$ cat config.mk
export PLATFORM = sky130hd
export DESIGN_NAME = idli_gpio
export DESIGN_NICKNAME = d
export VERILOG_FILES = /design/src/rtl/idli_gpio.sv
export SDC_FILE = /design/constraint.sdc
export NUM_CORES = 1
export LEC_CHECK = 0
export ABC_AREA = 1
export ABC_CLOCK_PERIOD_IN_PS = 2580
export BUFFER_PORTS_ARGS = -buffer_cell sky130_fd_sc_hd__buf_2
export CORE_MARGIN = 8
export CORE_UTILIZATION = 55
export CTS_BUF_LIST = sky130_fd_sc_hd__clkbuf_16
export DETAILED_ROUTE_END_ITERATION = 7
export PLACE_DENSITY_LB_ADDON = 0.08
export SETUP_SLACK_MARGIN = 0.3
export SKIP_LAST_GASP = 1
export SYNTH_ARGS = -nofsm -noshare
export SYNTH_HDL_FRONTEND = slang
export SYNTH_SLANG_ARGS = --single-unit
$ cat constraint.sdc
create_clock -name i_clk -period 2.58 [get_ports i_clk]
set_input_delay 0.129 -clock i_clk [delete_from_list [all_inputs] [get_ports i_clk]]
set_output_delay 0.129 -clock i_clk [all_outputs]
set_load 0.01 [all_outputs]
$ cat src/rtl/idli_gpio.sv
// GPIO block for a nibble-serial datapath: synchronised and optionally debounced
// inputs with sticky edge flags, plus an output register written 4 bits per slice.
module idli_gpio #(
    parameter int NUM_PINS    = 4,
    parameter int SYNC_STAGES = 2,
    parameter int FILTER_LEN  = 0
) (
    input  logic                i_clk,
    input  logic                i_rst,
    input  logic [NUM_PINS-1:0] i_pins,
    output logic [NUM_PINS-1:0] o_pins,
    input  logic [1:0]          i_ctr,
    input  logic                i_wr_en,
    input  logic [1:0]          i_wr_mode,
    input  logic [3:0]          i_wr_slice,
    input  logic                i_rd_en,
    input  logic [1:0]          i_rd_sel,
    output logic [3:0]          o_rd_slice,
    output logic                o_rd_any
);

    typedef enum logic [1:0] {WR_WRITE, WR_SET, WR_CLR, WR_TOGGLE} wr_mode_e;
    typedef enum logic [1:0] {RD_LEVEL, RD_RISE, RD_FALL, RD_OUT} rd_sel_e;

    logic [NUM_PINS-1:0] sync_q [SYNC_STAGES];
    logic [NUM_PINS-1:0] sync_out;
    logic [NUM_PINS-1:0] filt;
    logic [NUM_PINS-1:0] filt_d;
    logic [NUM_PINS-1:0] rise_flags;
    logic [NUM_PINS-1:0] fall_flags;
    logic [NUM_PINS-1:0] rise_clr;
    logic [NUM_PINS-1:0] fall_clr;
    logic [NUM_PINS-1:0] op_pins;
    logic [NUM_PINS-1:0] o_next;
    logic [11:0]         wr_acc;
    logic                wr_ok;
    logic                wr_fire;
    logic [15:0]         op;
    logic [15:0]         rd_src;
    logic [15:0]         snap;
    logic                rd_last;

    // NOTE: the synchroniser is a small flop array, not a RAM, so every stage is
    // reset explicitly; a RAM-style array would have no reset and must not be cleared here.
    always_ff @(posedge i_clk) begin
        if (i_rst) begin
            for (int s = 0; s < SYNC_STAGES; s++) sync_q[s] <= '0;
        end else begin
            sync_q[0] <= i_pins;
            for (int s = 1; s < SYNC_STAGES; s++) sync_q[s] <= sync_q[s-1];
        end
    end

    assign sync_out = sync_q[SYNC_STAGES-1];

    generate
        if (FILTER_LEN == 0) begin : g_nofilt
            assign filt = sync_out;
        end else begin : g_filt
            localparam logic [3:0] FILT_MAX = 4'(FILTER_LEN);
            logic [NUM_PINS-1:0] filt_q;
            logic [3:0]          cnt [NUM_PINS];

            // A pin flips only after FILTER_LEN+1 consecutive disagreeing samples.
            always_ff @(posedge i_clk) begin
                if (i_rst) begin
                    filt_q <= '0;
                    for (int p = 0; p < NUM_PINS; p++) cnt[p] <= '0;
                end else begin
                    for (int p = 0; p < NUM_PINS; p++) begin
                        if (sync_out[p] != filt_q[p]) begin
                            if (cnt[p] == FILT_MAX) begin
                                filt_q[p] <= sync_out[p];
                                cnt[p]    <= '0;
                            end else begin
                                cnt[p] <= cnt[p] + 4'd1;
                            end
                        end else begin
                            cnt[p] <= '0;
                        end
                    end
                end
            end

            assign filt = filt_q;
        end

        if (NUM_PINS < 16) begin : g_unused
            logic unused_op_bits;
            assign unused_op_bits = ^op[15:NUM_PINS];
        end
    endgenerate

    assign rd_last  = i_rd_en && (i_ctr == 2'd3);
    assign rise_clr = (rd_last && i_rd_sel == RD_RISE) ? snap[NUM_PINS-1:0] : '0;
    assign fall_clr = (rd_last && i_rd_sel == RD_FALL) ? snap[NUM_PINS-1:0] : '0;

    // A fresh edge is ORed in after the clear so it survives a concurrent read.
    always_ff @(posedge i_clk) begin
        if (i_rst) begin
            filt_d     <= '0;
            rise_flags <= '0;
            fall_flags <= '0;
        end else begin
            filt_d     <= filt;
            rise_flags <= (rise_flags & ~rise_clr) | (filt & ~filt_d);
            fall_flags <= (fall_flags & ~fall_clr) | (~filt & filt_d);
        end
    end

    assign op      = {i_wr_slice, wr_acc};
    assign op_pins = op[NUM_PINS-1:0];
    assign wr_fire = i_wr_en && (i_ctr == 2'd3) && wr_ok;

    // NOTE: every variable driven in always_comb gets a default first, so no
    // path through the case leaves it unassigned and no latch is inferred.
    always_comb begin
        o_next = o_pins;
        unique case (wr_mode_e'(i_wr_mode))
            WR_WRITE:  o_next = op_pins;
            WR_SET:    o_next = o_pins | op_pins;
            WR_CLR:    o_next = o_pins & ~op_pins;
            WR_TOGGLE: o_next = o_pins ^ op_pins;
        endcase
    end

    always_comb begin
        rd_src = '0;
        unique case (rd_sel_e'(i_rd_sel))
            RD_LEVEL: rd_src[NUM_PINS-1:0] = filt;
            RD_RISE:  rd_src[NUM_PINS-1:0] = rise_flags;
            RD_FALL:  rd_src[NUM_PINS-1:0] = fall_flags;
            RD_OUT:   rd_src[NUM_PINS-1:0] = o_pins;
        endcase
    end

    // wr_ok stays high only while i_wr_en has been held since slice 0.
    // NOTE: state is updated with non-blocking assignments so every flop samples
    // the pre-edge values regardless of statement order.
    always_ff @(posedge i_clk) begin
        if (i_rst) begin
            o_pins <= '0;
            wr_acc <= '0;
            wr_ok  <= 1'b0;
            snap   <= '0;
        end else begin
            if (i_wr_en) begin
                unique case (i_ctr)
                    2'd0:    wr_acc[3:0]  <= i_wr_slice;
                    2'd1:    wr_acc[7:4]  <= i_wr_slice;
                    2'd2:    wr_acc[11:8] <= i_wr_slice;
                    default: ;
                endcase
            end
            wr_ok <= i_wr_en && ((i_ctr == 2'd0) || (wr_ok && i_ctr != 2'd3));
            if (wr_fire) o_pins <= o_next;
            if (i_rd_en && i_ctr == 2'd0) snap <= rd_src;
        end
    end

    always_comb begin
        o_rd_slice = '0;
        o_rd_any   = 1'b0;
        if (i_rd_en) begin
            unique case (i_ctr)
                2'd0: o_rd_slice = rd_src[3:0];
                2'd1: o_rd_slice = snap[7:4];
                2'd2: o_rd_slice = snap[11:8];
                2'd3: begin
                    o_rd_slice = snap[15:12];
                    o_rd_any   = |snap;
                end
            endcase
        end
    end

endmodule

After elaboration in Yosys (flattened, before gate mapping) --
Memory sizes are Yosys's and may differ from the RTL's. Index checks and enable logic that the tools add are counted.
Cells by class: add/sub/neg operators 0, multiply operators 0, div/mod/pow operators 0, $lt $le $gt $ge 0, equality and inequality tests 10, shift operators 0, muxes and demuxes 13, bitwise operators 16, reduce and logical (&&, ||, !) cells 15
Operators by type and width (number):
- 4-bit one-hot mux with 4 select lines | 2
- 4-bit bitwise AND | 5
- 4-bit 2-to-1 mux | 5
- 4-bit inverter | 5
- 2-bit == test, second input constant | 6
- 4-bit OR | 3
- 1-bit logical AND | 8
- 4-bit one-hot mux with 2 select lines | 1
- 2-bit by 1-bit == test with 1-bit output, second input constant | 3
- 2-bit zero test | 3
- 1-bit 2-to-1 mux | 5
- 4-bit OR reduction | 1
- 4-bit bitwise XOR | 1
- 3-bit OR reduction | 1
- 2-bit inequality test, second input constant | 1
- 1-bit OR | 2
- 2-bit AND reduction | 1
- 1-bit logical OR | 1
Storage, ports and cells: register bits 25, bits in latches 0, bits in writable memories 8, bits in read-only memories 0, output and inout port bits 9, memories 1
Memory list:
- sync_q | words 2, bits a word 4, rd ports 2, clocked after memory_dff 0, wr ports 2, line 25 | logic [NUM_PINS-1:0] sync_q [SYNC_STAGES];

Logic depth before layout (Yosys ltp) --
Gate-level depths: netlist of the first run.
word-level depth 7, depth in mapped cells 7, mapped depth without buffers 7

Least setup slack after synthesis of the first run --
Ideal clock, no wire load.
path kind reg2reg, from register o_pins[0], to register o_pins[0], library setup time 123 ps, data arrival time 981 ps, data required time 2457 ps, slack 1476 ps, stages on the path, launching flop included 7, buffers on the path 0, cell sequence dfxtp_1 -> inv_1 -> ha_1 -> nand3_1 -> nand3_1 -> nand2_1 -> a21oi_1
Between the ends: longest elaborated chain between the ends 2
Ends and longest elaborated chain:
- start: declaration | line 11 | output logic [NUM_PINS-1:0] o_pins,
- start signal: assignment | line 156 | if (wr_fire) o_pins <= o_next;
- 4-bit bitwise XOR, or another cell as far along | line 123 | WR_TOGGLE: o_next = o_pins ^ op_pins;
- 4-bit one-hot mux with 4 select lines (*) | line 119 | unique case (wr_mode_e'(i_wr_mode))
Every way passes the cells marked *; elsewhere a longest branch is shown, timed or not. A chain may end at the register's enable or synchronous reset.

Final worst setup path of the first run --
from register o_pins[0], to output o_rd_slice[0]
Between the ends: longest elaborated chain between the ends 3
Ends and longest elaborated chain:
- 4-bit one-hot mux with 4 select lines | line 129 | unique case (rd_sel_e'(i_rd_sel))
- 4-bit one-hot mux with 2 select lines | line 165 | unique case (i_ctr)
- 4-bit 2-to-1 mux | line 164 | if (i_rd_en) begin
- end: declaration | line 18 | output logic [3:0] o_rd_slice,
Every way passes these cells.

==> results.json, run 1 <==
{
  "drive_gt1_frac": 0.1776,
  "placed_cell_area_um2": 1773,
  "synthAdderAreaFrac": 0.06121,
  "synth_edf_count": 0,
  "slew_headroom": 0.6891,
  "netlist_area_um2": 1635,
  "hold_path.class": "input port to flip-flop",
  "drv_slew": 0,
  "utilization": 0.6959,
  "area_delta_synth_final_pct": 18.36,
  "die_w_um": 70.53,
  "first_global_vias": 1357,
  "max_stage_delay_ns": 0.41,
  "grt_use_total": 0.1361,
  "nets": 284,
  "yosysWarningCount": 0,
  "row_count": 19,
  "critical_path_class": "flip-flop to primary output",
  "routed_wl_um": 3334,
  "synth.avg_cell_area_um2": 7.079,
  "start_util": 0.5879,
  "p_leak_nw": 0.9263,
  "synthMuxAreaShare": 0,
  "worstPathMaxFanout": 5,
  "synth_top_family_by_area": "simple AND/OR/NAND/NOR gates",
  "cts_buffer_depth": 2,
  "nFillCells": 258,
  "insertion_delay_ns": 0.27,
  "ys_ff_latch": 33,
  "crit_required_ns": 2.45,
  "cts_resized": 0,
  "ant_nets": 0,
  "io_buffers": 26,
  "synth_common_cells": "nand2_1, inv_1, dfxtp_1",
  "outcome": "completed",
  "crit_family": "flip-flops",
  "boundaryPins": 27,
  "seq_area_frac_synth": 0.4040,
  "die_height_um": 70.53,
  "cts_root_buf": "clkbuf_16",
  "critPathArrivalTime_ns": 1.13,
  "p_per_area_nw_per_um2": 660.5,
  "critPathLaunchType": "flip-flop",
  "synthTopCellsByArea": "dfxtp_1, nand2_1, nand3_1",
  "final_area_um2": 1936,
  "syn_nets": 257,
  "synth_cell_types": 22,
  "worst_pin_slew_ns": 0.4664,
  "synth_xor_area_frac": 0,
  "core-area_um2": 2781,
  "numClockSinks": 33,
  "cts_buffers": 5,
  "crit_top_cell": "nand3_1",
  "synthFlopType": "dfxtp_1",
  "drv_cap": 0,
  "grt_start_max_net_pins": 26,
  "crit_path_top_delay_cell": "dfxtp_1",
  "period_needed_ns": 1.261,
  "netlist.area_leader.share": 0.4040,
  "worstPathCellList": "nand3_1, nand3_1, nand2_1, inv_1, buf_2",
  "syn_inst": 231,
  "critical_path.endpoint_type": "primary output",
  "synth_simple_gate_area_frac": 0.3290,
  "drt_first_iter_violations": 63,
  "post_drt_wl_per_cell_um": 11.50,
  "peakVddDrop_mv": 0.6349,
  "gp_congestion": 0.7730,
  "grt_first_pass_wirelength_um": 5740,
  "rsz0062_at_grt": "false",
  "hold_viol": 0,
  "clock.fmax_ghz": 0.7929,
  "dp_hpwl_um": 2482,
  "first_pass_iters": 4,
  "cts_setup_buffers": 0,
  "drcViolationCount": 0,
  "yosys.cell_count.top_type": "nand2_1",
  "hold_buffers": 0,
  "finalCritPeriodShare": 0.4888,
  "gr-total-overflow": 0,
  "dieArea_um2": 4974,
  "setup_tns_ns": 0,
  "cts_tree": "yes",
  "h-tree-depth": 2,
  "antennaDiodeCount": 0,
  "post_drt_via_cell_ratio": 5.017,
  "clk_pin_slew_ns": 0.05,
  "finalSetupViolCount": 0,
  "antenna_found_initial": 0,
  "ys_async_sr_fraction": 0,
  "finalClockSkew_ns": 0.004212,
  "yosysTopAreaCell": "dfxtp_1",
  "cp_num_buf_inv": 2,
  "vias": 1455,
  "p_total_mw": 1.278,
  "synth_compound_area_frac": 0.09334
}
==> per-layer routing <==
layer / GRT usage / part of all wire
met2: 0.2394 / 0.50
met4: 0.04158 / 0.0093
met3: 0.05439 / 0.040
met5: 0 / 0
met1: 0.1464 / 0.45
==> layout by cell type (no fill, tap or decap), drive strengths merged <==
master / instances
a21oi: 16
buf: 26
bufinv: 1
clkbuf: 5
clkinv: 1
dfxtp: 33
ha: 8
inv: 41
nand2: 50
nand3: 32
nand3b: 1
nor2: 35
nor4: 1
o21ai: 4
o21bai: 5
==> final timing paths <==
check | cells after the start | slack [ns] | endpoint | from
worst max-delay path | 5 | 1.32 | o_rd_slice[0] | o_pins[0]
worst min-delay path | 3 | 0.06 | sync_q[0][3] | i_pins[3]
worst max register to register | 6 | 1.38 | o_pins[0] | o_pins[0]
worst min register to register | 2 | 0.40 | sync_q[0][4] | sync_q[0][0]
==> layout make-up <==
cell class	instances	area, um2	share of cell area
multi-input cells	152	790.8	0.4085
inverters	40	152.6	0.07886
well taps	31	38.79	0.02004
clock inverters	3	37.54	0.01939
clock buffers	5	125.1	0.06464
flip-flops and latches	33	660.6	0.3413
repair buffers	26	130.1	0.06723
==> worst reg2reg max path, stage by stage, from the launching register on <==
cell,delay (ns)
dfxtp_1,0.41
inv_1,0.06
ha_1,0.29
nand3_1,0.08
nand3_1,0.09
nand2_1,0.07
a21oi_1,0.05
==> power by group <==
part	switching [mW]	total, mW	internal [mW]	leakage, nW
sequential	0.00839	0.538	0.529	0.269
combinational	0.0652	0.102	0.0365	0.574
clock	0.192	0.639	0.447	0.0826
total	0.265	1.28	1.01	0.926
==> through the flow <==
step	hold slack, ns	setup WS (ns)	cells
4_1_cts	0.05649	1.304	290
3_5_place_dp	0.3373	1.393	282
5_1_grt	0.05268	1.243	290
3_3_place_gp	0.3274	1.441	282
2_1_floorplan	0.2360	1.476	231
6_report	0.05996	1.319	290
==> cells by family after synthesis <==
group | count (synthesis)
and+or+nand+nor | 119
buffers and inverters | 46
DFF | 33
AOI/OAI and AO/OA | 25
adders and majority gates | 8
==> registers in the layout (all words and copies together) (netlist names) <==
register	flops
o_pins	4
sync_q	8
rise_flags	4
wr_acc	4
snap	4
wr_ok	1
fall_flags	4
filt_d	4
Note: power is estimated with default switching activity, not from simulation.
==> run 2: changes to the inputs <==
ABC_CLOCK_PERIOD_IN_PS = 1300   (was 2580)
clock period = 1.3 ns   (was 2.58 ns; I/O delays follow)
==> run 2 against run 1 <==
Count of clock-buffer cells in the layout is 1 higher. First-iteration DRC count is 46% higher. Global-route usage grew 1.1 points. Utilization is 9.9 points higher. Clock power rose by 86%. Critical path type unchanged. Critical endpoint is now o_rd_slice[3]. Largest power group unchanged. Highest routed layer unchanged.
==> results.json, run 2 (synthesis results as in run 1) <==
{
  "crit_family": "flip-flops",
  "final_common_cell": "nand2_1",
  "max_stage_delay_ns": 0.32,
  "placed_cell_area_um2": 1803,
  "setup_tns_ns": 0,
  "reg2reg_depth": 6,
  "multi_input_area_um2": 925.9,
  "outcome": "completed",
  "cp_num_buf_inv": 2,
  "cts_root_buf": "clkbuf_16",
  "hold_viol": 0,
  "nFillCells": 209,
  "cp_num_cells": 5,
  "area_delta_synth_final_pct": 35.27,
  "worstPathCellList": "o21bai_1, nand3_2, nand2_2, inv_1, buf_2",
  "finalCritPeriodShare": 0.9057,
  "slew_headroom": 0.7818,
  "first_pass_iters": 4,
  "finalClockSkew_ns": 0.003538,
  "boundaryPins": 27,
  "hold_path.class": "input port to flip-flop",
  "p_total_mw": 2.503,
  "crit_path_top_delay_cell": "dfxtp_2",
  "critical_path_class": "flip-flop to primary output",
  "final_cell_mix": "nand2_1, inv_1, nor2_1",
  "peakVddDrop_mv": 1.417,
  "drive_gt1_frac": 0.3590,
  "dieArea_um2": 4974,
  "io_buffers": 26,
  "nets": 298,
  "die_w_um": 70.53,
  "critPathArrivalTime_ns": 1.11,
  "grt_first_pass_wirelength_um": 6210,
  "drv_slew": 0,
  "gr-total-overflow": 0,
  "gp_congestion": 0.7640,
  "vias": 1537,
  "cts_tree": "yes",
  "row_count": 19,
  "post_drt_via_cell_ratio": 5.056,
  "antenna_found_initial": 0,
  "core-area_um2": 2781,
  "p_leak_nw": 1.036,
  "start_util": 0.5879,
  "largest_reg_flops": 8,
  "cts_buffers": 5,
  "rsz0062_at_grt": "true",
  "top_register": "sync_q",
  "utilization": 0.7953,
  "ant_nets": 0,
  "grt_start_max_net_pins": 25,
  "critPathLaunchType": "flip-flop",
  "h-tree-depth": 2,
  "dp_hpwl_um": 2454,
  "cts_buffer_depth": 2,
  "drcViolationCount": 0,
  "grt_use_total": 0.1475,
  "finalSetupViolCount": 0,
  "antennaDiodeCount": 0,
  "worstPathMaxFanout": 2,
  "first_global_vias": 1497,
  "p_per_area_nw_per_um2": 1132,
  "routed_wl_um": 3768,
  "insertion_delay_ns": 0.27,
  "drv_cap": 0,
  "worst_pin_slew_ns": 0.3269,
  "die_height_um": 70.53,
  "hold_path_depth": 3,
  "seq_area_um2": 680.7,
  "critical_path.endpoint_type": "primary output",
  "period_needed_ns": 1.177,
  "drt_first_iter_violations": 92,
  "post_drt_wl_per_cell_um": 12.39,
  "crit_required_ns": 1.24,
  "numClockSinks": 33,
  "pre_cts_ws_ns": 0.2421,
  "final_area_um2": 2212,
  "clk_pin_slew_ns": 0.05,
  "clock.fmax_ghz": 0.8493,
  "setup_ws_ns": 0.1226
}
[run 2: cell count changes in the layout (fill, tap and decap cells not counted), sizes merged]
cell         change
dlygate4sd3      +2
clkbuf           +1
buf             +12
bufinv           -1
[run 2: layout make-up]
cell class / count / area share
multi-input combinational: 152 / 0.4186
sequential: 33 / 0.3077
timing repair buffer: 40 / 0.1137
inverter: 40 / 0.07127
clock buffer: 6 / 0.06787
tap: 31 / 0.01753
clock inverter: 2 / 0.003394
[run 2: per-stage QoR]
step	std cells	hold WS, ns
CTS	302	0.005165
finish	304	0.005914
global route	304	0.01141
detailed placement	284	0.2716
global placement	284	0.2680
floorplan	231	0.1720
[run 2: final timing paths]
| check | slack [ns] | to | from |
|---|---|---|---|
| worst max-delay path | 0.12 | o_rd_slice[3] | rise_flags[3] |
| worst min-delay path | 0.006 | sync_q[0][0] | i_pins[0] |
| worst max register to register | 0.24 | o_pins[3] | o_pins[3] |
| worst min register to register | 0.40 | sync_q[0][4] | sync_q[0][0] |
[run 2: routing by layer]
metal  part of all wire  GRT usage  vias to the layer above
met5                  0          0                        -
met4              0.019    0.07002                        0
met3              0.037    0.04463                        8
met2               0.50     0.2646                       21
met1               0.44     0.1537                      710
li1                   -          -                      798
[run 2: power by group]
| group | internal [mW] | switching, mW |
|---|---|---|
| clock network | 0.810 | 0.380 |
| registers | 1.04 | 0.0179 |
| logic | 0.0993 | 0.152 |
| total | 1.95 | 0.551 |
[run 2: repair_timing]
action | 4_1_cts | 5_1_grt
gates resized for setup | 17 | 21
pin swaps | 20 | 15
hold buffers | 2 | 0
setup buffers | 8 | 2
hold endpoints to repair | 2 | 0
setup endpoints to repair | 9 | 11
[run 2: tightest hold or removal path, stage by stage]
cell and delay (ns):
buf_2 0.07, inv_1 0.03, nor2_1 0.07
